$ cat config.mk
export PLATFORM = sky130hd
export DESIGN_NAME = regfile_mp
export DESIGN_NICKNAME = d
export VERILOG_FILES = /design/src/rtl/regfile_mp_pkg.sv /design/src/rtl/regfile_scoreboard.sv /design/src/rtl/regfile_mp.sv
export SDC_FILE = /design/constraint.sdc
export NUM_CORES = 2
export LEC_CHECK = 0
export BUFFER_PORTS_ARGS = -buffer_cell sky130_fd_sc_hd__buf_2
export CAP_MARGIN = 40
export CORE_MARGIN = 2
export CORE_UTILIZATION = 35
export DETAILED_ROUTE_END_ITERATION = 7
export MAX_ROUTING_LAYER = met4
export SLEW_MARGIN = 20
export SYNTH_ARGS = -nofsm -noshare
export SYNTH_HDL_FRONTEND = slang
export SYNTH_HIERARCHICAL = 1
export SYNTH_SLANG_ARGS = --single-unit
$ cat constraint.sdc
create_clock -name clock -period 8.4 [get_ports clock]
set_clock_uncertainty 0.05 [all_clocks]
set_input_delay 0.84 -clock clock [delete_from_list [all_inputs] [get_ports clock]]
set_output_delay 0.84 -clock clock [all_outputs]
set_load 0.02 [all_outputs]
$ cat src/rtl/regfile_mp_pkg.sv
// Shared constants for the multi-port register file and its pending-write scoreboard.
package regfile_mp_pkg;
  localparam int REG_W     = 32;
  localparam int REG_DEPTH = 32;
  localparam int REG_AW    = 5;
  localparam int REG_NRD   = 2;
  localparam int R0        = 0;
  localparam int CNT_W     = REG_AW + 1;
endpackage

$ cat src/rtl/regfile_scoreboard.sv
// Per-register pending-write scoreboard: busy vector, registered busy count and sticky issue error.
module regfile_scoreboard
  import regfile_mp_pkg::*;
#(
  parameter int DEPTH = REG_DEPTH,
  parameter int AW    = REG_AW
) (
  input  logic             clock,
  input  logic             reset,
  input  logic             iss_en,
  input  logic [AW-1:0]    iss_addr,
  input  logic             clr_en,
  input  logic [AW-1:0]    clr_addr,
  output logic [DEPTH-1:0] busy,
  output logic [AW:0]      busy_cnt,
  output logic             iss_err
);
  logic set, clr, same, inc, dec;

  always_comb begin
    set  = iss_en && (iss_addr != AW'(R0));
    clr  = clr_en && (clr_addr != AW'(R0));
    same = set && clr && (iss_addr == clr_addr);
    inc  = set && !busy[iss_addr];
    // a clear on the register being re-issued is overridden, so it cannot decrement
    dec  = clr && busy[clr_addr] && !same;
  end

  always_ff @(posedge clock) begin
    if (!reset) begin
      busy     <= '0;
      busy_cnt <= '0;
      iss_err  <= 1'b0;
    end else begin
      if (clr) busy[clr_addr] <= 1'b0;
      if (set) busy[iss_addr] <= 1'b1;
      if (inc && !dec)      busy_cnt <= busy_cnt + (AW+1)'(1);
      else if (dec && !inc) busy_cnt <= busy_cnt - (AW+1)'(1);
      if (set && busy[iss_addr] && !same) iss_err <= 1'b1;
    end
  end
endmodule

$ cat src/rtl/regfile_mp.sv
// Parametrised multi-read register file with pending-write scoreboard.
// Optional REGFILE_BYPASS_EN forwards same-cycle write-back data to the read ports.
module regfile_mp
  import regfile_mp_pkg::*;
#(
  parameter int W     = REG_W,
  parameter int DEPTH = REG_DEPTH,
  parameter int AW    = REG_AW,
  parameter int NRD   = REG_NRD
) (
  input  logic              clock,
  input  logic              reset,
  input  logic [NRD*AW-1:0] rd_addr,
  output logic [NRD*W-1:0]  rd_data,
  output logic [NRD-1:0]    rd_busy,
  input  logic              wr_en,
  input  logic [AW-1:0]     wr_addr,
  input  logic [W-1:0]      wr_data,
  input  logic              iss_en,
  input  logic [AW-1:0]     iss_addr,
  output logic [AW:0]       busy_cnt,
  output logic              iss_err
);
  if (AW != $clog2(DEPTH) || DEPTH < 2 || (1 << AW) != DEPTH) begin : g_bad_aw
    $error("regfile_mp: AW must equal log2(DEPTH), DEPTH a power of two >= 2");
  end
  if (NRD < 1 || NRD > 4) begin : g_bad_nrd
    $error("regfile_mp: NRD must be 1..4");
  end

  logic [W-1:0]     regs [DEPTH];
  logic [DEPTH-1:0] busy;

  always_ff @(posedge clock) begin
    if (!reset) begin
      for (int i = 0; i < DEPTH; i++) regs[i] <= W'(i);
    end else if (wr_en && wr_addr != AW'(R0)) begin
      regs[wr_addr] <= wr_data;
    end
  end

  regfile_scoreboard #(.DEPTH(DEPTH), .AW(AW)) u_sb (
    .clock    (clock),
    .reset    (reset),
    .iss_en   (iss_en),
    .iss_addr (iss_addr),
    .clr_en   (wr_en),
    .clr_addr (wr_addr),
    .busy     (busy),
    .busy_cnt (busy_cnt),
    .iss_err  (iss_err)
  );

  for (genvar k = 0; k < NRD; k++) begin : g_rd
    logic [AW-1:0] a;
    logic [W-1:0]  d;
    logic          b;
    assign a = rd_addr[k*AW +: AW];

    always_comb begin
      d = regs[a];
      b = busy[a];
      if (a == AW'(R0)) begin
        d = '0;
        b = 1'b0;
      end
`ifdef REGFILE_BYPASS_EN
      else if (wr_en && wr_addr == a) begin
        // write-back lands this edge; only a same-cycle re-issue keeps it busy
        d = wr_data;
        b = iss_en && (iss_addr == a);
      end
`endif
    end

    assign rd_data[k*W +: W] = d;
    assign rd_busy[k]        = b;
  end
endmodule

==> results_dict.tcl <==
set metrics [dict create \
    area_occupied_by_multi_input_gates_um2 24700 \
    powerDensity_nw_per_um2 200 \
    initial_core_util_pct 35.3 \
    synth_area_um2 57600 \
    cp_common_cell "buf_2" \
    layout.core_utilization_pct 39.8 \
    cpPeakStageDelay_ns 0.69 \
    outcome "finished clean" \
    die_h_um 410 \
    rows 148 \
    path_cells "buf_8, buf_4, mux4_2, a22o_1, a2111oi_0, buf_1, nor3_1, buf_2, buf_2" \
    regArea_um2 31500 \
    place_ws_ns 3.08 \
    drv_cap 0 \
    post-cts-setup-buffers 0 \
    die-area_um2 168000 \
    ctsHtreeMaxLevel 3 \
    worstHoldPathType "reg2reg" \
    insertion_delay_ns 0.71 \
    setup-tns-final_ns 0 \
    die_width_um 410 \
    vias_per_inst 6.11 \
    fin_crit_ns 5.29 \
    crit_arrival_ns 4.40 \
    ys_seq_elements 1063 \
    place.detailed.hpwl_mm 121 \
    finalHoldViolCount 0 \
    final_layout_size_suffix_gt1_share_pct 24.3 \
    yosys_most_used_dff "edfxtp_1" \
    global_route.overflow_total 0 \
    synth_most_common_cell "edfxtp_1" \
    netlist-cell-type-count 67 \
    clockRootBuffer "clkbuf_16" \
    worst_ir_drop_vdd_v 0.000178 \
    max_stage_delay_cell_worst_path "buf_8" \
    fin_worst_hold_slack_ns 0.393 \
    clock.fmax_mhz 189 \
    gp_congestion 0.891 \
    report.final.setup_viol 0 \
    max-slew-margin-rel_pct 28.9 \
    grt_start_max_net_pins 126 \
    clock_sinks 1063 \
    synth_top_cells_by_count "edfxtp_1, and2_1, mux4_2, clkbuf_1, mux2i_1" \
    min_period_over_period_pct 62.9 \
    final.fill_count 15000 \
    r2r_slack_ns 5.05 \
    drtAntennaViolNets 0 \
    synthesis.area_per_instance_um2 14.4 \
    cts-resized-gates 0 \
    tightest_slew_ns 1.07 \
    min_from "u_sb/iss_err" \
    rsz_0062_raised_after_global_routing "no" \
    numPortBuffers 128 \
    groute.usage.overall_pct 24.5 \
    critical_path.startpoint_type "primary input" \
    synthesis.instances 3995 \
    num_io_pins 129 \
    worst-path-max-fanout 78 \
    num-nets-final 4046 \
    cts.reportedPaths.clkPinSlew_ns 0.06 \
    initial_antenna_violation_count 19 \
    drt-total-wl_mm 203 \
    tritoncts.num_buffers 108 \
    number_of_synthesized_flops_with_an_enable_pin 1024 \
    leakagePower_nw 22.1 \
    floorplan.core_area_um2 163000 \
    remaining_drc_errors 0 \
    critical_path_required_ns 7.51 \
    worst_setup_path_startpoint "rd_addr[0]" \
    synth_largest_type_area_fraction_pct 53.4 \
    detailedRoute.firstPassIterationCount 6 \
    r2r_start "u_sb/busy[30]" \
    slew_viol_final 0 \
    drt_iter0_markers 5703 \
    cts_hold_repair.buffers 0 \
    clock_tree.buffer_depth 3 \
    fraction_of_registers_with_async_set_reset_pct 0 \
    ys_seq_area_share_pct 54.8 \
    worstSetupPathType "in2out" \
    areaGrowthSynthToFinish_pct 12.6 \
    yosysTopAreaCell "edfxtp_1" \
    timing.critical_path.max_delay_family "buffers and inverters" \
    wl_per_cell_um 32.4 \
    setup.worst_path.end_class "output port" \
    ys.warnings.count 6 \
    setup_slack_ns 3.11 \
    synth.top_cells.by_area "edfxtp_1, mux4_2, and2_1, mux2i_1, clkbuf_1" \
    routed-via-count 38300 \
    first_global_vias 37500 \
    critical_path_buf_inv_count 5 \
    global_route_wire_length_before_repair_mm 286 \
    tritoncts "yes" \
]
## cells by family (layout without fill, tap and decap cells)
| kind of cell | Yosys count | after routing | synth area share (%) |
|---|---|---|---|
| buffers and inverters | 452 | 503 | 3.57 |
| other | 1 | 43 | 0.00652 |
| flip-flops | 1063 | 1063 | 54.8 |
| adder cells (fa/ha/maj) | 7 | 7 | 0.165 |
| AO/OA/AOI/OAI | 443 | 443 | 5.48 |
| multiplexers | 737 | 737 | 22.4 |
| AND/OR/NAND/NOR | 1285 | 1285 | 13.5 |
| XOR/XNOR | 7 | 7 | 0.107 |
## state kept, by name, summed over array words and instances (netlist names)
name,cells
regs,1024
u_sb/iss_err,1
u_sb/busy,32
u_sb/busy_cnt,6
## routing by layer
metal / part of all wire (%) / vias up / track usage [%]
li1: - / 15400 / -
met1: 40 / 19900 / 33.6
met2: 45 / 2563 / 36.2
met3: 11 / 393 / 4.93
met4: 3.8 / 0 / 8.43
met5: 0 / - / -
## path summary, 6_finish.rpt
path	end	cells after the start
setup / recovery	rd_data[12]	9
hold / removal	u_sb/iss_err	2
setup reg to reg	u_sb/busy_cnt[5]	12
hold reg to reg	u_sb/iss_err	2
## stage by stage
stage | std cells | cell area (um^2) | total power, mW
2_1_floorplan | 4026 | 57700 | 7.34
3_3_place_gp | 6012 | 60600 | 7.98
3_5_place_dp | 6038 | 61000 | 8.01
4_1_cts | 6242 | 64600 | 12.9
5_1_grt | 6259 | 64800 | 13.3
6_report | 6263 | 64800 | 13.0
## power by group
part / total, mW / internal [mW] / switching [mW]
logic: 1.68 / 0.649 / 1.03
registers: 6.26 / 6.10 / 0.162
clock network: 5.01 / 2.82 / 2.20
## placed cells by master, fill, tap and decap left out, drive strengths merged, types with 15 or more instances in the layout
cell	instances
nor3	57
mux4	437
buf	284
and2	936
clkbuf	142
a21boi	32
conb	32
a22o	53
a211oi	16
nand2	54
mux2i	263
dfxtp	39
a2111oi	54
nor2b	41
o21ai	71
edfxtp	1024
or3	86
nor2	54
o32ai	15
mux2	37
o22ai	72
clkinv	46
a21oi	32
a22oi	67
## worst min-delay path, stage by stage (launching register included)
cell and delay (ns):
dfxtp_1 0.31, nand2_1 0.05, o21ai_1 0.05
## area by class of cell
class	count	share of cell area (%)
inverter	10	0.0579
antenna	11	0.0425
clock buffer	139	4.42
timing repair buffer	289	3.41
tap	2175	4.20
clock inverter	65	1.13
sequential	1063	48.7
multi-input combinational	2511	38.1
No activity file was read; power rests on OpenSTA's default activity.
